==> config.mk <==
export PLATFORM = sky130hd
export DESIGN_NAME = dma_wb_bridge_flat
export DESIGN_NICKNAME = d
export VERILOG_FILES = /design/src/rtl/dma_wb_bridge_if.sv /design/src/rtl/dma_wb_bridge.sv /design/src/flat_wrapper.sv
export SDC_FILE = /design/constraint.sdc
export NUM_CORES = 1
export LEC_CHECK = 0
export CAP_MARGIN = 20
export CELL_PAD_IN_SITES_DETAIL_PLACEMENT = 0
export CELL_PAD_IN_SITES_GLOBAL_PLACEMENT = 1
export CORE_MARGIN = 2
export CORE_UTILIZATION = 34
export CTS_CLUSTER_SIZE = 24
export DETAILED_ROUTE_END_ITERATION = 12
export GPL_TIMING_DRIVEN = 0
export PLACE_DENSITY = 0.93
export SLEW_MARGIN = 25
export SYNTH_ARGS = -nofsm -noshare
export SYNTH_HDL_FRONTEND = slang
export SYNTH_SLANG_ARGS = --single-unit
==> constraint.sdc <==
create_clock -name clk -period 4.45 [get_ports clk]
set_clock_uncertainty 0.1 [all_clocks]
set_input_delay 0.89 -clock clk [delete_from_list [all_inputs] [get_ports clk]]
set_output_delay 0.89 -clock clk [all_outputs]
set_load 0.01 [all_outputs]
==> src/rtl/dma_wb_bridge_if.sv <==
// Bundles the accelerator DMA handshake and the Wishbone master bus of dma_wb_bridge.
// The master modport is the bridge's view. The slave modport is the environment's view:
// it drives the accelerator request and the Wishbone responses.
interface dma_wb_bridge_if;
    // Accelerator DMA side
    logic        dma_req;
    logic        dma_we;
    logic [31:0] dma_addr;
    logic [31:0] dma_data_o;
    logic [31:0] dma_data_i;
    logic        dma_ack;

    // Wishbone master side
    logic [31:0] wbm_adr_o;
    logic [31:0] wbm_dat_o;
    logic [31:0] wbm_dat_i;
    logic        wbm_we_o;
    logic [3:0]  wbm_sel_o;
    logic        wbm_cyc_o;
    logic        wbm_stb_o;
    logic        wbm_ack_i;
    logic        wbm_err_i;

    modport master (
        input  dma_req,
        input  dma_we,
        input  dma_addr,
        input  dma_data_o,
        output dma_data_i,
        output dma_ack,
        output wbm_adr_o,
        output wbm_dat_o,
        input  wbm_dat_i,
        output wbm_we_o,
        output wbm_sel_o,
        output wbm_cyc_o,
        output wbm_stb_o,
        input  wbm_ack_i,
        input  wbm_err_i
    );

    modport slave (
        output dma_req,
        output dma_we,
        output dma_addr,
        output dma_data_o,
        input  dma_data_i,
        input  dma_ack,
        input  wbm_adr_o,
        input  wbm_dat_o,
        output wbm_dat_i,
        input  wbm_we_o,
        input  wbm_sel_o,
        input  wbm_cyc_o,
        input  wbm_stb_o,
        output wbm_ack_i,
        output wbm_err_i
    );
endinterface

==> src/rtl/dma_wb_bridge.sv <==
// dma_wb_bridge: services the matrix accelerator's DMA word handshake as a Wishbone master.
// Each request becomes one single-word WB cycle: A/B loads become reads, C stores become writes.
// Bus errors, misaligned addresses and abandoned requests are absorbed. Every accepted request
// is acked, so the accelerator never hangs, and failures raise the sticky err_flag.
// Optional feature: define DMA_TIMEOUT_EN to bound the WB wait to TIMEOUT_CYCLES cycles.
// Without the macro, BUS waits indefinitely for ack/err.
module dma_wb_bridge #(
    parameter logic [31:0] ERR_DATA       = 32'hDEADBEEF,
    parameter int unsigned TIMEOUT_CYCLES = 255
) (
    input  logic                   clk,
    input  logic                   reset_n,
    dma_wb_bridge_if.master        bus,
    input  logic                   err_clr,
    output logic                   busy,
    output logic                   err_flag,
    output logic [15:0]            xfer_count
);

    localparam logic [1:0] ST_IDLE = 2'd0;
    localparam logic [1:0] ST_BUS  = 2'd1;
    localparam logic [1:0] ST_RESP = 2'd2;

    logic [1:0]  state_q, state_d;
    logic [31:0] adr_q, adr_d;
    logic [31:0] wdat_q, wdat_d;
    logic [31:0] rdat_q, rdat_d;
    logic        we_q, we_d;
    logic        err_q, err_d;
    logic        abort_q, abort_d;
    logic [15:0] cnt_q, cnt_d;

    logic        in_bus;
    logic        timeout;
    logic        aborting;
    logic        err_set;

    assign in_bus = (state_q == ST_BUS);

`ifdef DMA_TIMEOUT_EN
    localparam logic [7:0] WaitLast = 8'(TIMEOUT_CYCLES - 1);

    logic [7:0] wait_q, wait_d;

    // Wait counter: held at zero outside BUS, so it restarts on every BUS entry
    always_comb begin
        wait_d = 8'd0;
        if (in_bus) begin
            wait_d = wait_q + 8'd1;
        end
    end

    // Expires during the last permitted strobe cycle, so stb is high TIMEOUT_CYCLES cycles
    assign timeout = in_bus && (wait_q == WaitLast);

    // Wait counter register
    always_ff @(posedge clk or negedge reset_n) begin
        if (!reset_n) begin
            wait_q <= 8'd0;
        end else begin
            wait_q <= wait_d;
        end
    end
`else
    logic unused_timeout_cfg;

    assign unused_timeout_cfg = ^TIMEOUT_CYCLES;
    assign timeout            = 1'b0;
`endif

    // Abandoned request: WB cycle still finishes, but the accelerator is not acked
    assign aborting = abort_q | ~bus.dma_req;

    // Next-state logic for the transfer FSM, request latches, read data and status
    always_comb begin
        state_d = state_q;
        adr_d   = adr_q;
        wdat_d  = wdat_q;
        rdat_d  = rdat_q;
        we_d    = we_q;
        abort_d = abort_q;
        cnt_d   = cnt_q;
        err_set = 1'b0;

        case (state_q)
            ST_IDLE: begin
                if (bus.dma_req) begin
                    we_d = bus.dma_we;
                    if (bus.dma_addr[1:0] == 2'b00) begin
                        adr_d   = bus.dma_addr;
                        wdat_d  = bus.dma_data_o;
                        abort_d = 1'b0;
                        state_d = ST_BUS;
                    end else begin
                        // Misaligned: skip the bus entirely and ack with an error
                        err_set = 1'b1;
                        if (!bus.dma_we) begin
                            rdat_d = ERR_DATA;
                        end
                        state_d = ST_RESP;
                    end
                end
            end

            ST_BUS: begin
                abort_d = aborting;
                // err wins over a simultaneous ack; timeout only when the slave is silent
                if (bus.wbm_err_i || (!bus.wbm_ack_i && timeout)) begin
                    err_set = 1'b1;
                    if (!we_q && !aborting) begin
                        rdat_d = ERR_DATA;
                    end
                    state_d = aborting ? ST_IDLE : ST_RESP;
                end else if (bus.wbm_ack_i) begin
                    if (!we_q && !aborting) begin
                        rdat_d = bus.wbm_dat_i;
                    end
                    state_d = aborting ? ST_IDLE : ST_RESP;
                end
            end

            ST_RESP: begin
                cnt_d   = cnt_q + 16'd1;
                state_d = ST_IDLE;
            end

            default: begin
                state_d = ST_IDLE;
            end
        endcase

        // A new error outranks a clear in the same cycle
        if (err_set) begin
            err_d = 1'b1;
        end else if (err_clr) begin
            err_d = 1'b0;
        end else begin
            err_d = err_q;
        end
    end

    // State, latches and status registers; async reset aborts any bus cycle at once
    always_ff @(posedge clk or negedge reset_n) begin
        if (!reset_n) begin
            state_q <= ST_IDLE;
            adr_q   <= 32'd0;
            wdat_q  <= 32'd0;
            rdat_q  <= 32'd0;
            we_q    <= 1'b0;
            err_q   <= 1'b0;
            abort_q <= 1'b0;
            cnt_q   <= 16'd0;
        end else begin
            state_q <= state_d;
            adr_q   <= adr_d;
            wdat_q  <= wdat_d;
            rdat_q  <= rdat_d;
            we_q    <= we_d;
            err_q   <= err_d;
            abort_q <= abort_d;
            cnt_q   <= cnt_d;
        end
    end

    // Bus and accelerator outputs decoded straight from state, so a reset drops them immediately
    assign bus.wbm_cyc_o  = in_bus;
    assign bus.wbm_stb_o  = in_bus;
    assign bus.wbm_sel_o  = in_bus ? 4'hF : 4'h0;
    assign bus.wbm_adr_o  = adr_q;
    assign bus.wbm_dat_o  = wdat_q;
    assign bus.wbm_we_o   = we_q;
    assign bus.dma_data_i = rdat_q;
    assign bus.dma_ack    = (state_q == ST_RESP);

    assign busy       = (state_q != ST_IDLE);
    assign err_flag   = err_q;
    assign xfer_count = cnt_q;

endmodule

==> src/flat_wrapper.sv <==
// flat-port wrapper written by rule: the top's interface ports become plain ports
module dma_wb_bridge_flat 
#(
    parameter logic [31:0] ERR_DATA       = 32'hDEADBEEF,
    parameter int unsigned TIMEOUT_CYCLES = 255
)
  (clk, reset_n, err_clr, busy, err_flag, xfer_count, bus_dma_req, bus_dma_we, bus_dma_addr, bus_dma_data_o, bus_dma_data_i, bus_dma_ack, bus_wbm_adr_o, bus_wbm_dat_o, bus_wbm_dat_i, bus_wbm_we_o, bus_wbm_sel_o, bus_wbm_cyc_o, bus_wbm_stb_o, bus_wbm_ack_i, bus_wbm_err_i);
  dma_wb_bridge_if bus_i ();
  input  logic clk;
  input  logic reset_n;
  input  logic err_clr;
  output logic busy;
  output logic err_flag;
  output logic [15:0] xfer_count;
  input wire logic [$bits(bus_i.dma_req)-1:0] bus_dma_req;
  input wire logic [$bits(bus_i.dma_we)-1:0] bus_dma_we;
  input wire logic [$bits(bus_i.dma_addr)-1:0] bus_dma_addr;
  input wire logic [$bits(bus_i.dma_data_o)-1:0] bus_dma_data_o;
  output wire logic [$bits(bus_i.dma_data_i)-1:0] bus_dma_data_i;
  output wire logic [$bits(bus_i.dma_ack)-1:0] bus_dma_ack;
  output wire logic [$bits(bus_i.wbm_adr_o)-1:0] bus_wbm_adr_o;
  output wire logic [$bits(bus_i.wbm_dat_o)-1:0] bus_wbm_dat_o;
  input wire logic [$bits(bus_i.wbm_dat_i)-1:0] bus_wbm_dat_i;
  output wire logic [$bits(bus_i.wbm_we_o)-1:0] bus_wbm_we_o;
  output wire logic [$bits(bus_i.wbm_sel_o)-1:0] bus_wbm_sel_o;
  output wire logic [$bits(bus_i.wbm_cyc_o)-1:0] bus_wbm_cyc_o;
  output wire logic [$bits(bus_i.wbm_stb_o)-1:0] bus_wbm_stb_o;
  input wire logic [$bits(bus_i.wbm_ack_i)-1:0] bus_wbm_ack_i;
  input wire logic [$bits(bus_i.wbm_err_i)-1:0] bus_wbm_err_i;
  assign bus_i.dma_req = bus_dma_req;
  assign bus_i.dma_we = bus_dma_we;
  assign bus_i.dma_addr = bus_dma_addr;
  assign bus_i.dma_data_o = bus_dma_data_o;
  assign bus_dma_data_i = bus_i.dma_data_i;
  assign bus_dma_ack = bus_i.dma_ack;
  assign bus_wbm_adr_o = bus_i.wbm_adr_o;
  assign bus_wbm_dat_o = bus_i.wbm_dat_o;
  assign bus_i.wbm_dat_i = bus_wbm_dat_i;
  assign bus_wbm_we_o = bus_i.wbm_we_o;
  assign bus_wbm_sel_o = bus_i.wbm_sel_o;
  assign bus_wbm_cyc_o = bus_i.wbm_cyc_o;
  assign bus_wbm_stb_o = bus_i.wbm_stb_o;
  assign bus_i.wbm_ack_i = bus_wbm_ack_i;
  assign bus_i.wbm_err_i = bus_wbm_err_i;
  dma_wb_bridge #(.ERR_DATA(ERR_DATA), .TIMEOUT_CYCLES(TIMEOUT_CYCLES)) u_core (.clk(clk), .reset_n(reset_n), .bus(bus_i), .err_clr(err_clr), .busy(busy), .err_flag(err_flag), .xfer_count(xfer_count));
endmodule
==> results of run 1 <==
-- flip-flops by register name, summed over array words and instances (netlist names) --
name                   cells
u_core.bus.dma_data_i     32
u_core.bus.wbm_dat_o      32
u_core.abort_q             1
u_core.xfer_count         16
u_core.bus.wbm_we_o        1
u_core.bus.wbm_adr_o      32
u_core.err_flag            1
u_core.state_q             2
-- power by group through the flow --
| stage | Sequential (uW) | Combinational, uW | Clock [uW] |
|---|---|---|---|
| 5_1_grt | 1410 | 943 | 1320 |
| 4_1_cts | 1390 | 898 | 1270 |
| 3_5_place_dp | 1400 | 893 | 0 |
| 6_report | 1390 | 884 | 1240 |
| 2_1_floorplan | 1480 | 232 | 0 |
| 3_3_place_gp | 1390 | 875 | 0 |
-- synthesized netlist by cell type, types with 5 or more instances --
cell / instances
buf_6: 5
o22a_1: 20
a22o_1: 8
mux2_2: 64
dfrtp_1: 117
nor2_1: 9
xor2_1: 6
xnor2_1: 9
buf_4: 9
nand2_1: 7
-- final timing paths --
path / to
hold reg to reg: u_core.bus.wbm_adr_o[0]$_DFFE_PN0P_
setup / recovery: bus_wbm_sel_o[0]
max in group asynchronous: u_core.bus.wbm_adr_o[7]$_DFFE_PN0P_
setup reg to reg: u_core.bus.wbm_dat_o[29]$_DFFE_PN0P_
min in group clk: u_core.bus.wbm_adr_o[0]$_DFFE_PN0P_
hold / removal: u_core.xfer_count[12]$_DFFE_PN0P_
-- logic make-up after synthesis --
kind of cell    after synthesis
flops                       117
mux                          65
compound gates               41
simple gates                 39
buf+inv                      22
xor+xnor                     15
fa+ha+maj                     1
-- area by class of cell --
cell class | count | area (um^2)
Clock inverter | 5 | 50.0
Clock buffer | 25 | 485
Buffer | 19 | 148
Fill cell | 1052 | 5580
Tap cell | 176 | 220
Timing Repair Buffer | 225 | 2270
Multi-Input combinational cell | 161 | 1500
Sequential cell | 117 | 2930
Inverter | 3 | 11.3
-- critical path: stages (launching register included) --
cell and delay (ns):
dfrtp_1 0.49, or2b_1 0.33, inv_1 0.23, buf_4 0.16, clkdlybuf4s50_1 0.53
-- layer usage --
layer / global-route usage (%) / vias up
li1: - / 1574
met1: 18.8 / 1656
met2: 27.5 / 151
met3: 6.84 / 16
met4: 6.84 / 0
met5: 0 / -
-- per-stage QoR --
stage          std cells  utilization, %
3_3_place_gp         700            53.5
2_1_floorplan        300               -
5_1_grt              731            57.7
3_5_place_dp         701            53.7
6_report             731            57.7
4_1_cts              731            57.7
-- layout by cell type (no fill, tap or decap), types with 3 or more instances in the layout --
master           instances
clkbuf_8                 3
and2_1                   3
o22a_2                   4
o22a_1                  20
dfrtp_1                117
nor2_1                   9
clkinv_2                 4
nand4_1                  4
clkdlybuf4s50_1        223
and4_1                   4
xnor2_1                  9
clkbuf_16               17
buf_6                    6
nand2_1                  7
mux2_2                  64
buf_2                    4
xor2_1                   6
buf_4                    9
a22o_1                   8
inv_1                    3
clkbuf_1                 6
nand3_1                  4
==> metrics.txt, run 1 <==
vias in the first global route=3641; CTS tree=yes; layout cells sized above 1=a little over a fifth; routed wl met2=5.72 mm; Synth Net Count=slightly above 400; Post-CTS Setup Bufs=0; R2R depth=5; fin. max-slew vios=0; port bufs=about 220; Starting Density=34.8%; Pleak=approximately 0.0031 uW; internal reg-to-reg setup slack=between 2 and 2.5 ns; Top Layer Used=met4; Placed Area=between 7000 and 8000 um^2; top_reg_cell synth=dfrtp_1; WL final=11.6 mm; DR iter-0 viols=about 110; via-per-instance ratio=4.65; met1 wire length=about 4.7 mm; initial antenna violation count=0; synthesis-to-finish area growth=66.0%; crit path from=u_core.state_q[1]$_DFFE_PN0P_; clock sinks=between 100 and 150; post-synth top area share=between 60% and 70%; Switching Fraction=between 20% and 30%; Synth area leader=dfrtp_1; CP Launch Type=flop; f_max=318 MHz; final hold slack=0.338 ns; NetSw=882 uW; Synth cell types=37; Skew-Pair Late Insertion Delay=0.40 ns; Yosys reg bits=between 100 and 150; Synth Area in Simple Gates=between 5 and 6%; largest family of logic cells by synthesized area=multiplexers; core area=roughly 13000 um^2; Post-synth EDFFs=0; clock share of power=35.4%; Async S/R FF share, synth=100%; Tot Pwr=about 3500 uW; Clk pin slew, worst setup/hold paths=around 0.05 ns; post-synthesis compound-gate area fraction=roughly 8.4%; P per Cell Area=~460 nW/um^2; CTS Buf Count=17; mux share of post-synthesis cell area=approximately 16%; antenna cells=0; Post-Synth XOR/XNOR Area=around 2.9%; Die X-Extent=around 120 um; post-synthesis sequential area ratio=approximately 64%; Die ar.=between 10000 and 15000 um^2; first-pass GRT wire length=around 18 mm; vias=about 3400; Max Root-Sink Buffers=2; post-synthesis adder-cell area fraction=less than 1%; row cnt=between 40 and 50; Ys Warns=0; routability-driven placement congestion ratio=roughly 0.76; Remaining DRCs=0; final worst slack=~1.3 ns; top post-synthesis cells by area=dfrtp_1, mux2_2, o22a_1, xnor2_1, a22o_1; Flop pwr share=about two fifths; Layout Nets=648; WP data required=around 3.5 ns; CP Class=reg -> out; Worst Path Arrival=2.15 ns; WL/cell=about 16 um; internal power=~2600 uW; worst rel slew slack=57.2%; final setup fails=0; Worst VDD drop=between 0.0002 and 0.00025 V; syn_area_per_cell=about 15 um^2; setup TNS=0 ns; WL met3=approximately 1.0 mm; Final Hold Fails=0; Reg2Reg Launch Point=u_core.state_q[1]$_DFFE_PN0P_; Hold-fix buffers, CTS=0; crit end category=output port; GRT Total Usage=between 10% and 20%; Clk Tree Root Cell=clkbuf_16; grt ovf=0; HPWL after DPL=~8.6 mm; # IOs=225; unrepaired setup endpoints after global routing=false; die height=between 100 and 150 um; Tmin final=between 3 and 4 ns; Critical Path Fanout Max=8; post-cts resize count=0; outcome=completed; Tightest Pin Transition=roughly 0.64 ns; largest net degree at the start of global routing=63; final worst-path cycle share=70.6%; H-tree depth=4; Min-Delay Path Class=in -> async; pre-CTS WS=around 1.5 ns; Logic pwr share=between 20% and 30%; drt pass-1 iters=4; synthesized area=roughly 4600 um^2; Mapped Cells=300; ANT nets after route=0; MaxCap Viol Count=0; Final Instance Area=7610 um^2
Note: power is estimated with default switching activity, not from simulation.
==> run 2: changes to the inputs <==
--- a/config.mk
+++ b/config.mk
@@ -9,11 +9,11 @@
 export CELL_PAD_IN_SITES_DETAIL_PLACEMENT = 0
 export CELL_PAD_IN_SITES_GLOBAL_PLACEMENT = 1
 export CORE_MARGIN = 2
-export CORE_UTILIZATION = 34
+export CORE_UTILIZATION = 31
 export CTS_CLUSTER_SIZE = 24
 export DETAILED_ROUTE_END_ITERATION = 12
 export GPL_TIMING_DRIVEN = 0
-export PLACE_DENSITY = 0.93
+export PLACE_DENSITY = 0.86
 export SLEW_MARGIN = 25
 export SYNTH_ARGS = -nofsm -noshare
 export SYNTH_HDL_FRONTEND = slang
==> constraint.sdc (replaced) <==
create_clock -name clk -period 3.3 [get_ports clk]
set_clock_uncertainty 0.1 [all_clocks]
set_input_delay 0.66 -clock clk [delete_from_list [all_inputs] [get_ports clk]]
set_output_delay 0.66 -clock clk [all_outputs]
set_load 0.01 [all_outputs]
==> metrics.txt, run 2 (synthesis results as in run 1) <==
outcome=completed; WL/cell=~16 um; GRT Total Usage=~16%; Min-Delay Path Class=in -> async; core area=roughly 14000 um^2; Tmin final=~2.9 ns; drt pass-1 iters=4; DR iter-0 viols=around 140; Tot Pwr=around 5000 uW; Clk Tree Root Cell=clkbuf_16; WP data required=roughly 2.5 ns; Post-CTS Setup Bufs=0; R2R depth=5; final worst-path cycle share=between 80% and 90%; Non-Filler Instances=around 740; critical path's slowest cell=clkdlybuf4s50_1; clock sinks=approximately 120; initial antenna violation count=0; antenna cells=0; Worst VDD drop=~0.00030 V; ANT nets after route=0; routability-driven placement congestion ratio=roughly 0.75; Final Hold Fails=0; post-cts resize count=0; Starting Density=31.7%; row cnt=44; synthesis-to-finish area growth=68.0%; unrepaired setup endpoints after global routing=false; vias=between 3000 and 4000; Remaining DRCs=0; CTS Buf Count=17; Layout Nets=between 600 and 700; fin. max-slew vios=0; via-per-instance ratio=4.65; grt ovf=0; CP Class=reg -> out; number of placed cells counting well taps=709; Pleak=around 0.0032 uW; vias in the first global route=around 3700; Worst Path Arrival=roughly 2.2 ns; Die ar.=15800 um^2; RR Endpoint=u_core.bus.wbm_dat_o[27]$_DFFE_PN0P_; largest net degree at the start of global routing=between 60 and 70; H-tree depth=4; most common cell after layout, fill and taps aside=clkdlybuf4s50_1; Reg2Reg Launch Point=u_core.state_q[1]$_DFFE_PN0P_; Max Root-Sink Buffers=2; die height=between 100 and 150 um; P per Cell Area=646 nW/um^2; Tightest Pin Transition=~0.64 ns; port bufs=224; worst path cell trace=or2b_1 > inv_1 > buf_4 > clkdlybuf4s50_1; MaxCap Viol Count=0; HPWL after DPL=roughly 9.1 mm; WL final=12.0 mm; Buffers & Inverters on Critical Path=3; max incr delay on CP=0.53 ns; # IOs=between 200 and 250; CTS tree=yes; internal reg-to-reg setup slack=between 1 and 1.5 ns; layout cells sized above 1=a little under a quarter; filler cell count in the final layout=1249; f_max=342 MHz; Die X-Extent=126 um; Top delay family on crit path=buffers and inverters; Clk pin slew, worst setup/hold paths=roughly 0.050 ns; Critical Path Fanout Max=8; final setup fails=0; Skew-Pair Late Insertion Delay=0.41 ns; worst rel slew slack=a little under three fifths; crit end category=output port; Hold-fix buffers, CTS=0; first-pass GRT wire length=roughly 19 mm; most frequent cells in the layout=clkdlybuf4s50_1, dfrtp_1, mux2_2; CP Launch Type=flop
## run 2: cell count changes in the layout (fill, tap and decap cells not counted), sizes merged
cell / before / now
bufinv: 1 / 4
clkbuf: 26 / 23
clkinv: 4 / 5
clkinvlp: 0 / 1
## run 2: routing by layer
layer	track usage, %	wire length [um]	share of wire (%)
met5	0	0	0
met4	7.12	285	2.4
met3	6.97	1170	9.7
met2	25.8	5890	49
met1	17.3	4640	39
## run 2: worst max-delay path by stage
stage | to | from | slack (ns) | cells after the start
final | bus_wbm_sel_o[3] | u_core.state_q[1]$_DFFE_PN0P_ | 0.38 | 4
after detailed placement | u_core.bus.dma_data_i[22]$_DFFE_PN0P_ | bus_dma_req | 0.65 | 5
after floorplan | u_core.bus.dma_data_i[10]$_DFFE_PN0P_ | bus_dma_addr[0] | 1.38 | 5
after global routing | bus_wbm_sel_o[3] | u_core.state_q[1]$_DFFE_PN0P_ | 0.23 | 4
after CTS | bus_wbm_sel_o[3] | u_core.state_q[1]$_DFFE_PN0P_ | 0.30 | 4
after global placement | u_core.bus.wbm_adr_o[12]$_DFFE_PN0P_ | reset_n | -2.99 | 1
## run 2: per-stage QoR
step | hold WS (ns) | setup TNS, ns | setup WS (ns) | util, % | cell area, um^2
after floorplan | 0.264 | 0 | 1.38 | - | 4590
after global placement | 0.368 | -349.01 | -2.99 | 48.8 | 7060
after detailed placement | 0.372 | 0 | 0.647 | 49.0 | 7090
after CTS | 0.114 | 0 | 0.297 | 53.2 | 7710
after global routing | 0.135 | 0 | 0.228 | 53.2 | 7710
final | 0.106 | 0 | 0.375 | 53.2 | 7710
## run 2: power by group
part	internal, uW	total [uW]	switching [uW]
Clock	1290	1920	624
Combinational	767	1200	429
Sequential	1700	1860	165
Total	3760	4980	1220
## run 2: cell type report
cell class | instances | area (um^2) | share of cell area [%]
buffer | 19 | 148 | 1.92
timing repair buffer | 225 | 2270 | 29.5
inverter | 3 | 11.3 | 0.146
multi-input combinational | 161 | 1500 | 19.5
clock inverter | 10 | 153 | 1.98
clock buffer | 22 | 464 | 6.02
sequential | 117 | 2930 | 38.0
tap | 184 | 230 | 2.99
==> run 3: changes to the inputs <==
--- a/config.mk
+++ b/config.mk
@@ -6,10 +6,8 @@
 export NUM_CORES = 1
 export LEC_CHECK = 0
 export CAP_MARGIN = 20
-export CELL_PAD_IN_SITES_DETAIL_PLACEMENT = 0
-export CELL_PAD_IN_SITES_GLOBAL_PLACEMENT = 1
 export CORE_MARGIN = 2
-export CORE_UTILIZATION = 31
+export CORE_UTILIZATION = 40
 export CTS_CLUSTER_SIZE = 24
 export DETAILED_ROUTE_END_ITERATION = 12
 export GPL_TIMING_DRIVEN = 0
==> metrics.txt, run 3 (synthesis results as in run 1) <==
RR Endpoint=u_core.bus.wbm_dat_o[28]$_DFFE_PN0P_; number of placed cells counting well taps=roughly 670; R2R depth=5; critical path's slowest cell=clkdlybuf4s50_1; core area=between 10000 and 15000 um^2; die height=approximately 110 um; Switching Fraction=between 20 and 25%; CTS tree=yes; filler cell count in the final layout=a little over 800; Pleak=about 0.0032 uW; routability-driven placement congestion ratio=0.832; Layout Nets=648; # IOs=around 230; post-cts resize count=0; row cnt=39; DR iter-0 viols=between 100 and 150; outcome=completed; Reg2Reg Launch Point=u_core.state_q[1]$_DFFE_PN0P_; Flop pwr share=38.0%; Min-Delay Path Class=in -> async; CP Launch Type=flop; Die X-Extent=111 um; CTS Buf Count=17; Clk pin slew, worst setup/hold paths=approximately 0.050 ns; CP Class=reg -> out; first-pass GRT wire length=between 15 and 20 mm; fin. max-slew vios=0; Non-Filler Instances=700; WL/cell=16.9 um; GRT Total Usage=19.7%; WP data required=2.54 ns; crit end category=output port; most common cell after layout, fill and taps aside=clkdlybuf4s50_1; f_max=around 340 MHz; antenna cells=0; final core utilization=67.5%; HPWL after DPL=8.80 mm; vias=approximately 3400; Clk Tree Root Cell=clkbuf_16; Top delay family on crit path=buffers and inverters; Tmin final=2.92 ns; H-tree depth=4; Final Hold Fails=0; final setup fails=0; clock share of power=between 30% and 40%; max incr delay on CP=~0.53 ns; Buffers & Inverters on Critical Path=3; Logic pwr share=about 24%; unrepaired setup endpoints after global routing=false; clock sinks=approximately 120; via-per-instance ratio=4.92; Hold-fix buffers, CTS=0; Remaining DRCs=0; Worst Path Arrival=about 2.2 ns; Final Instance Area=7640 um^2; drt pass-1 iters=4; Critical Path Fanout Max=8; ANT nets after route=0; Post-CTS Setup Bufs=0; largest net degree at the start of global routing=65; Die ar.=roughly 12000 um^2; setup TNS=0 ns; Skew-Pair Late Insertion Delay=roughly 0.41 ns; Placed Area=between 7000 and 8000 um^2; Starting Density=40.5%; Max Root-Sink Buffers=2; final worst-path cycle share=approximately nine tenths; vias in the first global route=~3700; worst path cell trace=or2b_1 > inv_1 > buf_4 > clkdlybuf4s50_1; worst rel slew slack=a little under three fifths; Tightest Pin Transition=between 0.6 and 0.7 ns; Worst VDD drop=just under 0.0005 V; internal reg-to-reg setup slack=1.30 ns; synthesis-to-finish area growth=66.5%; P per Cell Area=between 600 and 700 nW/um^2; WL final=between 10 and 15 mm; MaxCap Viol Count=0; NetSw=around 1200 uW; port bufs=~220; initial antenna violation count=0; internal power=between 3000 and 4000 uW; layout cells sized above 1=between 20 and 25%; most frequent cells in the layout=clkdlybuf4s50_1, dfrtp_1, mux2_2; grt ovf=0
## run 3: per-stage QoR
step	total power (uW)	hold WS [ns]	setup slack, ns
finish	4920	0.100	0.381
global route	5130	0.136	0.267
CTS	4970	0.103	0.333
detailed placement	3090	0.373	0.683
global placement	3040	0.367	-2.89
floorplan	2300	0.264	1.38
## run 3: worst max-delay path by stage
stage	startpoint	to	depth (start not counted)
finish	u_core.state_q[1]$_DFFE_PN0P_	bus_wbm_sel_o[2]	4
floorplan	bus_dma_addr[0]	u_core.bus.dma_data_i[10]$_DFFE_PN0P_	5
CTS	u_core.state_q[1]$_DFFE_PN0P_	bus_wbm_sel_o[2]	4
detailed placement	bus_dma_req	u_core.bus.dma_data_i[8]$_DFFE_PN0P_	5
global route	u_core.state_q[1]$_DFFE_PN0P_	bus_wbm_stb_o	4
global placement	reset_n	u_core.bus.wbm_adr_o[7]$_DFFE_PN0P_	1
## run 3: power groups by stage
stage | logic (uW) | registers, uW | clock network, uW
floorplan | 312 | 1990 | 0
global placement | 1180 | 1870 | 0
detailed placement | 1200 | 1890 | 0
CTS | 1210 | 1870 | 1890
global route | 1260 | 1900 | 1970
finish | 1190 | 1870 | 1860
## run 3: layout make-up
type | count | area, um^2 | area share, %
flip-flops and latches | 117 | 2930 | 38.3
repair buffers | 225 | 2270 | 29.7
multi-input cells | 161 | 1500 | 19.7
clock buffers | 22 | 474 | 6.21
well taps | 143 | 179 | 2.34
plain buffers | 19 | 148 | 1.93
clock inverters | 10 | 128 | 1.67
inverters | 3 | 11.3 | 0.147
## run 3: layer usage
layer | vias up | global-route usage (%) | part of all wire [%]
li1 | 1570 | - | -
met1 | 1707 | 21.4 | 38
met2 | 147 | 33.9 | 51
met3 | 22 | 8.20 | 8.7
met4 | 0 | 8.72 | 2.1
met5 | - | 0 | 0
